## src/rtl/sram_dual_arbiter_pkg.sv

```systemverilog
// sram_arb_pkg: shared types and constants for the dual-port SRAM arbiter.
//   DEF_DATA_WIDTH / DEF_ADDR_WIDTH / DEF_CNT_WIDTH : default widths (16x32 macro)
//   READ_LATENCY : clock edges from command-register load to SRAM data capture
//   req_id_t     : which port-0 requester owns a command / read return
//   port0_cmd_t  : registered port-0 command pins {csb, web, addr, din}
package sram_arb_pkg;

  localparam int DEF_DATA_WIDTH = 32;
  localparam int DEF_ADDR_WIDTH = 4;
  localparam int DEF_CNT_WIDTH  = 8;
  localparam int READ_LATENCY   = 2;

  typedef enum logic {
    REQ_R0 = 1'b0,
    REQ_R1 = 1'b1
  } req_id_t;

  typedef struct packed {
    logic                      csb;
    logic                      web;
    logic [DEF_ADDR_WIDTH-1:0] addr;
    logic [DEF_DATA_WIDTH-1:0] din;
  } port0_cmd_t;

  function automatic req_id_t other_req(req_id_t id);
    return (id == REQ_R0) ? REQ_R1 : REQ_R0;
  endfunction

endpackage

```

## src/rtl/sram_dual_arbiter_if.sv

```systemverilog
// sram_dual_arbiter_if: requester buses (R0, R1 read/write; R2 read-only), the
// SRAM macro pins and the collision counter, bundled for the arbiter.
//   slave  : arbiter view (takes requests and sram_dout*, drives ready/rvalid/rdata and command pins)
//   master : environment view (requesters plus the SRAM macro)
// Handshake: a request transfers on a cycle where valid and ready are both high;
// ready is combinational and may be high without valid. rvalid is a one-cycle
// pulse and rdata holds its value until the next response for that requester.
interface sram_dual_arbiter_if #(
  parameter int DW = sram_arb_pkg::DEF_DATA_WIDTH,
  parameter int AW = sram_arb_pkg::DEF_ADDR_WIDTH,
  parameter int CW = sram_arb_pkg::DEF_CNT_WIDTH
);
  logic          r0_valid, r0_ready, r0_we, r0_rvalid;
  logic [AW-1:0] r0_addr;
  logic [DW-1:0] r0_wdata, r0_rdata;
  logic          r1_valid, r1_ready, r1_we, r1_rvalid;
  logic [AW-1:0] r1_addr;
  logic [DW-1:0] r1_wdata, r1_rdata;
  logic          r2_valid, r2_ready, r2_rvalid;
  logic [AW-1:0] r2_addr;
  logic [DW-1:0] r2_rdata;
  logic          sram_csb0, sram_web0, sram_csb1;
  logic [AW-1:0] sram_addr0, sram_addr1;
  logic [DW-1:0] sram_din0, sram_dout0, sram_dout1;
  logic [CW-1:0] collide_cnt;

  modport slave (
    input  r0_valid, r0_we, r0_addr, r0_wdata,
    output r0_ready, r0_rvalid, r0_rdata,
    input  r1_valid, r1_we, r1_addr, r1_wdata,
    output r1_ready, r1_rvalid, r1_rdata,
    input  r2_valid, r2_addr,
    output r2_ready, r2_rvalid, r2_rdata,
    output sram_csb0, sram_web0, sram_addr0, sram_din0,
    input  sram_dout0,
    output sram_csb1, sram_addr1,
    input  sram_dout1,
    output collide_cnt
  );

  modport master (
    output r0_valid, r0_we, r0_addr, r0_wdata,
    input  r0_ready, r0_rvalid, r0_rdata,
    output r1_valid, r1_we, r1_addr, r1_wdata,
    input  r1_ready, r1_rvalid, r1_rdata,
    output r2_valid, r2_addr,
    input  r2_ready, r2_rvalid, r2_rdata,
    input  sram_csb0, sram_web0, sram_addr0, sram_din0,
    output sram_dout0,
    input  sram_csb1, sram_addr1,
    output sram_dout1,
    input  collide_cnt
  );
endinterface

```

## src/rtl/sram_dual_arbiter_rd_pipe.sv

```systemverilog
// sram_rd_pipe: read-return pipeline for one SRAM port.
//   clk, rst  : clock, asynchronous active-high reset (drops in-flight reads)
//   issue_i   : a read is being accepted this cycle
//   tag_i     : destination index of that read (0 when N_DEST == 1)
//   dout_i    : SRAM read data
//   rvalid_o  : per-destination one-cycle response pulse
//   rdata_o   : per-destination read data, held between responses
// Stage 0 tracks the command registers, stage 1 the SRAM sampling edge; data is
// captured on the following edge.
module sram_rd_pipe
  import sram_arb_pkg::*;
#(
  parameter int DATA_WIDTH = DEF_DATA_WIDTH,
  parameter int N_DEST     = 1
) (
  input  logic                               clk,
  input  logic                               rst,
  input  logic                               issue_i,
  input  logic                               tag_i,
  input  logic [DATA_WIDTH-1:0]              dout_i,
  output logic [N_DEST-1:0]                  rvalid_o,
  output logic [N_DEST-1:0][DATA_WIDTH-1:0]  rdata_o
);

  logic [READ_LATENCY-1:0]                vld_q;
  logic [READ_LATENCY-1:0]                tag_q;
  logic [N_DEST-1:0]                      rvalid_q;
  logic [N_DEST-1:0][DATA_WIDTH-1:0]      rdata_q;

  always_ff @(posedge clk or posedge rst) begin
    if (rst) begin
      vld_q    <= '0;
      tag_q    <= '0;
      rvalid_q <= '0;
      rdata_q  <= '0;
    end else begin
      vld_q <= {vld_q[READ_LATENCY-2:0], issue_i};
      tag_q <= {tag_q[READ_LATENCY-2:0], tag_i};
      for (int d = 0; d < N_DEST; d++) begin
        rvalid_q[d] <= vld_q[READ_LATENCY-1] && (tag_q[READ_LATENCY-1] == 1'(d));
        if (vld_q[READ_LATENCY-1] && (tag_q[READ_LATENCY-1] == 1'(d))) begin
          rdata_q[d] <= dout_i;
        end
      end
    end
  end

  assign rvalid_o = rvalid_q;
  assign rdata_o  = rdata_q;

endmodule

```

## src/rtl/sram_dual_arbiter.sv

```systemverilog
// sram_dual_arbiter: shares a 16x32 dual-port SRAM between R0/R1 (read/write,
// arbitrated onto port 0) and R2 (read-only, owns port 1). All SRAM command pins
// are registered; reads return two edges after the command registers load.
//   clk : single clock (SRAM clk0/clk1 tied to it externally)
//   rst : asynchronous, active-high reset
//   bus : sram_dual_arbiter_if.slave (requesters, SRAM pins, collide_cnt)
// Build option: define SRAM_ARB_RR_EN for round-robin between R0 and R1;
// otherwise R0 has fixed priority and no pointer register exists.
// Widths must match the interface parameters and the package defaults used by port0_cmd_t.
module sram_dual_arbiter
  import sram_arb_pkg::*;
#(
  parameter int DATA_WIDTH = DEF_DATA_WIDTH,
  parameter int ADDR_WIDTH = DEF_ADDR_WIDTH,
  parameter int CNT_WIDTH  = DEF_CNT_WIDTH
) (
  input logic               clk,
  input logic               rst,
  sram_dual_arbiter_if.slave bus
);

  localparam port0_cmd_t CMD0_IDLE = '{csb: 1'b1, web: 1'b1, addr: '0, din: '0};

  logic                  r0_gnt, r1_gnt, p0_accept, sel_we, collide, r2_accept;
  req_id_t               sel_id;
  logic [ADDR_WIDTH-1:0] sel_addr;
  logic [DATA_WIDTH-1:0] sel_wdata;
  port0_cmd_t            cmd0_q, cmd0_d;
  logic                  csb1_q, csb1_d;
  logic [ADDR_WIDTH-1:0] addr1_q, addr1_d;
  logic [CNT_WIDTH-1:0]  cnt_q, cnt_d;

  // The grant looks only at R0/R1 so the R2 stall (which depends on the grant)
  // never feeds back into it.
`ifdef SRAM_ARB_RR_EN
  req_id_t prio_q, prio_d;

  always_ff @(posedge clk or posedge rst) begin
    if (rst) prio_q <= REQ_R0;
    else     prio_q <= prio_d;
  end

  always_comb begin
    r0_gnt = 1'b0;
    r1_gnt = 1'b0;
    prio_d = prio_q;
    if (prio_q == REQ_R0) begin
      if (bus.r0_valid)      r0_gnt = 1'b1;
      else if (bus.r1_valid) r1_gnt = 1'b1;
    end else begin
      if (bus.r1_valid)      r1_gnt = 1'b1;
      else if (bus.r0_valid) r0_gnt = 1'b1;
    end
    // After any accept, favour the requester that did not win.
    if (r0_gnt)      prio_d = other_req(REQ_R0);
    else if (r1_gnt) prio_d = other_req(REQ_R1);
  end
`else
  always_comb begin
    r0_gnt = bus.r0_valid;
    r1_gnt = bus.r1_valid & ~bus.r0_valid;
  end
`endif

  always_comb begin
    p0_accept = r0_gnt | r1_gnt;
    sel_id    = r1_gnt ? REQ_R1 : REQ_R0;
    sel_we    = (sel_id == REQ_R1) ? bus.r1_we    : bus.r0_we;
    sel_addr  = (sel_id == REQ_R1) ? bus.r1_addr  : bus.r0_addr;
    sel_wdata = (sel_id == REQ_R1) ? bus.r1_wdata : bus.r0_wdata;

    // A port-0 write and a port-1 read of one address would hit the macro on the
    // same edge; R2 yields. Port-0 reads to the same address are harmless.
    collide   = bus.r2_valid & p0_accept & sel_we & (sel_addr == bus.r2_addr);
    r2_accept = bus.r2_valid & ~collide;

    cmd0_d     = cmd0_q;
    cmd0_d.csb = 1'b1;
    cmd0_d.web = 1'b1;
    if (p0_accept) begin
      cmd0_d.csb  = 1'b0;
      cmd0_d.web  = ~sel_we;
      cmd0_d.addr = sel_addr;
      if (sel_we) cmd0_d.din = sel_wdata;
    end

    csb1_d  = ~r2_accept;
    addr1_d = r2_accept ? bus.r2_addr : addr1_q;

    cnt_d = cnt_q;
    if (collide && (cnt_q != '1)) cnt_d = cnt_q + CNT_WIDTH'(1);
  end

  always_ff @(posedge clk or posedge rst) begin
    if (rst) begin
      cmd0_q  <= CMD0_IDLE;
      csb1_q  <= 1'b1;
      addr1_q <= '0;
      cnt_q   <= '0;
    end else begin
      cmd0_q  <= cmd0_d;
      csb1_q  <= csb1_d;
      addr1_q <= addr1_d;
      cnt_q   <= cnt_d;
    end
  end

  logic [1:0]                 p0_rvalid;
  logic [1:0][DATA_WIDTH-1:0] p0_rdata;
  logic [0:0]                 p1_rvalid;
  logic [0:0][DATA_WIDTH-1:0] p1_rdata;

  sram_rd_pipe #(.DATA_WIDTH(DATA_WIDTH), .N_DEST(2)) u_rd_pipe0 (
    .clk      (clk),
    .rst      (rst),
    .issue_i  (p0_accept & ~sel_we),
    .tag_i    (sel_id == REQ_R1),
    .dout_i   (bus.sram_dout0),
    .rvalid_o (p0_rvalid),
    .rdata_o  (p0_rdata)
  );

  sram_rd_pipe #(.DATA_WIDTH(DATA_WIDTH), .N_DEST(1)) u_rd_pipe1 (
    .clk      (clk),
    .rst      (rst),
    .issue_i  (r2_accept),
    .tag_i    (1'b0),
    .dout_i   (bus.sram_dout1),
    .rvalid_o (p1_rvalid),
    .rdata_o  (p1_rdata)
  );

  assign bus.r0_ready    = r0_gnt;
  assign bus.r1_ready    = r1_gnt;
  assign bus.r2_ready    = ~collide;
  assign bus.r0_rvalid   = p0_rvalid[0];
  assign bus.r0_rdata    = p0_rdata[0];
  assign bus.r1_rvalid   = p0_rvalid[1];
  assign bus.r1_rdata    = p0_rdata[1];
  assign bus.r2_rvalid   = p1_rvalid[0];
  assign bus.r2_rdata    = p1_rdata[0];
  assign bus.sram_csb0   = cmd0_q.csb;
  assign bus.sram_web0   = cmd0_q.web;
  assign bus.sram_addr0  = cmd0_q.addr;
  assign bus.sram_din0   = cmd0_q.din;
  assign bus.sram_csb1   = csb1_q;
  assign bus.sram_addr1  = addr1_q;
  assign bus.collide_cnt = cnt_q;

endmodule

```

## src/flat_wrapper.sv

```systemverilog
// flat-port wrapper written by rule: the top's interface ports become plain ports
module sram_dual_arbiter_flat import sram_arb_pkg::*;
#(
  parameter int DATA_WIDTH = DEF_DATA_WIDTH,
  parameter int ADDR_WIDTH = DEF_ADDR_WIDTH,
  parameter int CNT_WIDTH  = DEF_CNT_WIDTH
)
  (clk, rst, bus_r0_valid, bus_r0_we, bus_r0_addr, bus_r0_wdata, bus_r0_ready, bus_r0_rvalid, bus_r0_rdata, bus_r1_valid, bus_r1_we, bus_r1_addr, bus_r1_wdata, bus_r1_ready, bus_r1_rvalid, bus_r1_rdata, bus_r2_valid, bus_r2_addr, bus_r2_ready, bus_r2_rvalid, bus_r2_rdata, bus_sram_csb0, bus_sram_web0, bus_sram_addr0, bus_sram_din0, bus_sram_dout0, bus_sram_csb1, bus_sram_addr1, bus_sram_dout1, bus_collide_cnt);
  sram_dual_arbiter_if #(.DW(32), .AW(4), .CW(8)) bus_i ();
  input logic clk;
  input logic rst;
  input wire logic [$bits(bus_i.r0_valid)-1:0] bus_r0_valid;
  input wire logic [$bits(bus_i.r0_we)-1:0] bus_r0_we;
  input wire logic [$bits(bus_i.r0_addr)-1:0] bus_r0_addr;
  input wire logic [$bits(bus_i.r0_wdata)-1:0] bus_r0_wdata;
  output wire logic [$bits(bus_i.r0_ready)-1:0] bus_r0_ready;
  output wire logic [$bits(bus_i.r0_rvalid)-1:0] bus_r0_rvalid;
  output wire logic [$bits(bus_i.r0_rdata)-1:0] bus_r0_rdata;
  input wire logic [$bits(bus_i.r1_valid)-1:0] bus_r1_valid;
  input wire logic [$bits(bus_i.r1_we)-1:0] bus_r1_we;
  input wire logic [$bits(bus_i.r1_addr)-1:0] bus_r1_addr;
  input wire logic [$bits(bus_i.r1_wdata)-1:0] bus_r1_wdata;
  output wire logic [$bits(bus_i.r1_ready)-1:0] bus_r1_ready;
  output wire logic [$bits(bus_i.r1_rvalid)-1:0] bus_r1_rvalid;
  output wire logic [$bits(bus_i.r1_rdata)-1:0] bus_r1_rdata;
  input wire logic [$bits(bus_i.r2_valid)-1:0] bus_r2_valid;
  input wire logic [$bits(bus_i.r2_addr)-1:0] bus_r2_addr;
  output wire logic [$bits(bus_i.r2_ready)-1:0] bus_r2_ready;
  output wire logic [$bits(bus_i.r2_rvalid)-1:0] bus_r2_rvalid;
  output wire logic [$bits(bus_i.r2_rdata)-1:0] bus_r2_rdata;
  output wire logic [$bits(bus_i.sram_csb0)-1:0] bus_sram_csb0;
  output wire logic [$bits(bus_i.sram_web0)-1:0] bus_sram_web0;
  output wire logic [$bits(bus_i.sram_addr0)-1:0] bus_sram_addr0;
  output wire logic [$bits(bus_i.sram_din0)-1:0] bus_sram_din0;
  input wire logic [$bits(bus_i.sram_dout0)-1:0] bus_sram_dout0;
  output wire logic [$bits(bus_i.sram_csb1)-1:0] bus_sram_csb1;
  output wire logic [$bits(bus_i.sram_addr1)-1:0] bus_sram_addr1;
  input wire logic [$bits(bus_i.sram_dout1)-1:0] bus_sram_dout1;
  output wire logic [$bits(bus_i.collide_cnt)-1:0] bus_collide_cnt;
  assign bus_i.r0_valid = bus_r0_valid;
  assign bus_i.r0_we = bus_r0_we;
  assign bus_i.r0_addr = bus_r0_addr;
  assign bus_i.r0_wdata = bus_r0_wdata;
  assign bus_r0_ready = bus_i.r0_ready;
  assign bus_r0_rvalid = bus_i.r0_rvalid;
  assign bus_r0_rdata = bus_i.r0_rdata;
  assign bus_i.r1_valid = bus_r1_valid;
  assign bus_i.r1_we = bus_r1_we;
  assign bus_i.r1_addr = bus_r1_addr;
  assign bus_i.r1_wdata = bus_r1_wdata;
  assign bus_r1_ready = bus_i.r1_ready;
  assign bus_r1_rvalid = bus_i.r1_rvalid;
  assign bus_r1_rdata = bus_i.r1_rdata;
  assign bus_i.r2_valid = bus_r2_valid;
  assign bus_i.r2_addr = bus_r2_addr;
  assign bus_r2_ready = bus_i.r2_ready;
  assign bus_r2_rvalid = bus_i.r2_rvalid;
  assign bus_r2_rdata = bus_i.r2_rdata;
  assign bus_sram_csb0 = bus_i.sram_csb0;
  assign bus_sram_web0 = bus_i.sram_web0;
  assign bus_sram_addr0 = bus_i.sram_addr0;
  assign bus_sram_din0 = bus_i.sram_din0;
  assign bus_i.sram_dout0 = bus_sram_dout0;
  assign bus_sram_csb1 = bus_i.sram_csb1;
  assign bus_sram_addr1 = bus_i.sram_addr1;
  assign bus_i.sram_dout1 = bus_sram_dout1;
  assign bus_collide_cnt = bus_i.collide_cnt;
  sram_dual_arbiter #(.DATA_WIDTH(DATA_WIDTH), .ADDR_WIDTH(ADDR_WIDTH), .CNT_WIDTH(CNT_WIDTH)) u_core (.clk(clk), .rst(rst), .bus(bus_i));
endmodule
```

## config.mk

```make
export PLATFORM = sky130hd
export DESIGN_NAME = sram_dual_arbiter_flat
export DESIGN_NICKNAME = d
export VERILOG_FILES = /design/src/rtl/sram_dual_arbiter_pkg.sv /design/src/rtl/sram_dual_arbiter_if.sv /design/src/rtl/sram_dual_arbiter_rd_pipe.sv /design/src/rtl/sram_dual_arbiter.sv /design/src/flat_wrapper.sv
export SDC_FILE = /design/constraint.sdc
export NUM_CORES = 1
export LEC_CHECK = 0
export BUFFER_PORTS_ARGS = -buffer_cell sky130_fd_sc_hd__buf_2
export CORE_AREA = 2 2 115 117
export DETAILED_ROUTE_END_ITERATION = 6
export DIE_AREA = 0 0 117 119
export GPL_ROUTABILITY_DRIVEN = 0
export GPL_TIMING_DRIVEN = 0
export HOLD_SLACK_MARGIN = 0.03
export PLACE_DENSITY = 0.85
export SLEW_MARGIN = 20
export SYNTH_ARGS = -nofsm -noshare
export SYNTH_HDL_FRONTEND = slang
export SYNTH_SLANG_ARGS = --single-unit
```

## constraint.sdc

```tcl
create_clock -name clk -period 10.2 [get_ports clk]
set_input_delay 1.53 -clock clk [delete_from_list [all_inputs] [get_ports clk]]
set_output_delay 1.53 -clock clk [all_outputs]
set_load 0.01 [all_outputs]
```

==> flow_summary.json <==
{
  "drt-met1-wl_mm": 5.82,
  "crit_path_cell_trace": "buf_2, nand2b_4, buf_6, inv_6, a22oi_1, or4_4, buf_6, nand2b_1, buf_2",
  "vias_in_the_first_global_route": 4985,
  "vias": 4720,
  "insertedDiodeCount": 0,
  "port_buffers": 298,
  "final.setup_skew_ns": 0.00823,
  "drc": 0,
  "grt_first_pass_wirelength_mm": 23.9,
  "critical_path.max_stage_delay_ns": 0.50,
  "drtIter0Drc": 210,
  "timing.critical_path.arrival_ns": 3.08,
  "max_freq_mhz": 217,
  "floorplan.initialDensity": 0.486,
  "antenna_found_initial": 0,
  "topRoutingLayerUsed": "met4",
  "min_path_cells": 0,
  "postSynthAreaPerCell_sq_um": 14.1,
  "count_of_pins_on_the_block_boundary": 300,
  "worstPathMaxFanout": 10,
  "cp_slowest_cell": "or4_4",
  "status": "finished, final reports clean",
  "total_leakage_power_nw": 4.43,
  "final_common_cell": "buf_2",
  "power.density_nw_per_um2": 199,
  "timing.final.crit_period_ns": 4.61,
  "post-dp-hpwl_mm": 11.9,
  "die_y_um": 119,
  "dpl.cell_count": 920,
  "maxSlewHeadroom": 0.481,
  "clockBufferDepth": 2,
  "rsz_0062_raised_after_global_routing": "false",
  "grt_max_degree": 98,
  "worst_hold_slack_ns": 0.348,
  "r2r_slack_ns": 8.31,
  "reg2reg_depth": 5,
  "netlist_instances": 445,
  "drt_pre_antenna_iters": 4,
  "fillers": 934,
  "timing_hold_violations_final": 0,
  "hold_buffer_count_at_cts": 0,
  "grtUsageTotal": 0.226,
  "layout.nets": 911,
  "most_used_cells_in_the_layout_excluding_fill_and_tap_cells": "buf_2 (298), dfrtp_1 (153), mux2_2 (101)",
  "clk_pin_slew_ns": 0.06,
  "hold_class": "reg2reg",
  "cts_inserted_buffers": 17,
  "dieWidth_um": 117,
  "placed_cell_area_sq_um": 8010,
  "layout.cell_area.non_filler_sq_um": 8580,
  "post_synth_instance_area_sq_um": 6260,
  "summed_negative_setup_slack_over_all_endpoints_ns": 0,
  "post-cts-setup-buffer-count": 0,
  "max_slew.worst_pin.slew_ns": 0.779,
  "wl_per_cell_um": 16.3,
  "design.core.area_sq_um": 12900,
  "setup-violations-final": 0,
  "netlist.area_leader.share": 0.611,
  "antenna_violating_nets_post_route": 0,
  "clock_tree_from_tritoncts": "yes",
  "synth-warning-count": 0,
  "routed-wl-met3_mm": 1.10,
  "grt_remaining_overflow": 0,
  "yosys_register_bits": 156,
  "distinct_cells_synth": 33,
  "detailedPlace.worstSlack_ns": 5.59,
  "worstSetupStartpointType": "input port",
  "critPathRequiredTime_ns": 8.67,
  "synth-seq-area-share": 0.624,
  "finalPower_mw": 1.71,
  "wl_met2_mm": 8.29,
  "cts_htree_levels": 4,
  "wirelength_mm": 15.5,
  "layout.cells.non_filler": 951,
  "placementRows": 42,
  "timing.final.ws_setup_ns": 5.59,
  "synth.area.top_cells": "dfrtp_1 (61%), mux2_2 (18%), mux2i_1 (6.2%), o21ai_0 (3.0%), nand2_1 (2.3%)",
  "layout-drive-gt1-share": 0.578,
  "signed_area_change_from_the_synthesized_netlist_to_the_final_layout_pct": 36.9,
  "ir_worst_vdd_mv": 0.0837,
  "drv.max_cap_violation_count": 0,
  "root_buffer": "clkbuf_16",
  "critical_path_class": "in2out",
  "endpoint_kind": "output pin",
  "layout_worst_path_cycle_share": 0.452,
  "cts_repair_resize_count": 0,
  "route.detailed.vias_per_inst": 4.96,
  "post_synthesis_net_count": 593,
  "cts.sinks": 156,
  "clk-insertion-delay-late_ns": 0.42,
  "dieArea_sq_um": 13900,
  "synth_top_area_cell": "dfrtp_1",
  "final_core_utilization": 0.666,
  "timing.final.max_slew_violations": 0
}
-- cell usage after synthesis --
master	number
a21oi_1	2
a22oi_1	1
and3_1	4
buf_1	9
buf_4	2
buf_6	2
clkbuf_1	13
dfrtp_1	153
dfstp_2	3
ha_1	1
inv_1	6
inv_6	1
mux2_1	1
mux2_2	101
mux2i_1	39
nand2_1	39
nand2b_1	3
nand2b_4	1
nand3_1	3
nand3_2	1
nor2_1	3
nor3_2	1
nor3b_1	1
nor4_1	1
nor4_2	3
nor4_4	1
nor4b_2	1
o21ai_0	37
o21ai_4	1
o22ai_1	1
or4_4	1
xnor2_1	1
xor2_1	8
-- critical path, delay by kind of cell --
| kind | cells | cell delay (ns) |
|---|---|---|
| buffers and inverters | 5 | 0.67 |
| AOI/OAI and AO/OA | 1 | 0.12 |
| and+or+nand+nor | 3 | 0.77 |
-- where the power goes --
| group | internal, mW | total, mW | switching (mW) |
|---|---|---|---|
| clock network | 0.364 | 0.603 | 0.239 |
| logic | 0.163 | 0.336 | 0.172 |
| registers | 0.715 | 0.767 | 0.0518 |
-- logic make-up after synthesis --
family	after synthesis	share of synthesized area
simple gates	63	0.0557
fa+ha+maj	1	0.00200
buf+inv	33	0.0242
compound gates	42	0.0360
mux	141	0.246
flops	156	0.624
xor+xnor	9	0.0126
-- path summary, 6_finish.rpt --
check / start / end
worst min register to register: u_core.u_rd_pipe1.vld_q[0] / u_core.u_rd_pipe1.vld_q[1]
max in group asynchronous: rst / u_core.bus.sram_web0
worst max register to register: u_core.bus.collide_cnt[0] / u_core.bus.collide_cnt[1]
min in group asynchronous: rst / u_core.u_rd_pipe1.rdata_o[23]
worst max-delay path: bus_r0_valid / bus_r2_ready
worst min-delay path: u_core.u_rd_pipe1.vld_q[0] / u_core.u_rd_pipe1.vld_q[1]
-- layout make-up --
| type | count | area, sq um | area share |
|---|---|---|---|
| clock inverters | 11 | 120 | 0.0140 |
| repair buffers | 299 | 1520 | 0.177 |
| well taps | 176 | 220 | 0.0257 |
| clock buffers | 20 | 447 | 0.0521 |
| flip-flops and latches | 156 | 3910 | 0.456 |
| plain buffers | 26 | 120 | 0.0140 |
| multi-input cells | 256 | 2200 | 0.257 |
| inverters | 7 | 38.8 | 0.00452 |
-- layer usage --
layer  up-vias  track usage
li1       2182            -
met1      2306        0.246
met2       207        0.410
met3        25       0.0626
met4         0       0.0890
met5         -            0
-- flip-flops by register name, indices dropped and copies added, names as in the netlist --
name / count
u_core.u_rd_pipe0.vld_q: 2
u_core.u_rd_pipe1.rvalid_o: 1
u_core.u_rd_pipe0.rvalid_o: 2
u_core.bus.sram_web0: 1
u_core.bus.sram_addr1: 4
u_core.bus.sram_csb1: 1
u_core.u_rd_pipe1.vld_q: 2
u_core.u_rd_pipe1.rdata_o: 32
u_core.bus.collide_cnt: 8
u_core.bus.sram_din0: 32
u_core.bus.sram_csb0: 1
u_core.u_rd_pipe0.rdata_o: 64
u_core.bus.sram_addr0: 4
u_core.u_rd_pipe0.tag_q: 2
Note: power is estimated with default switching activity, not from simulation.
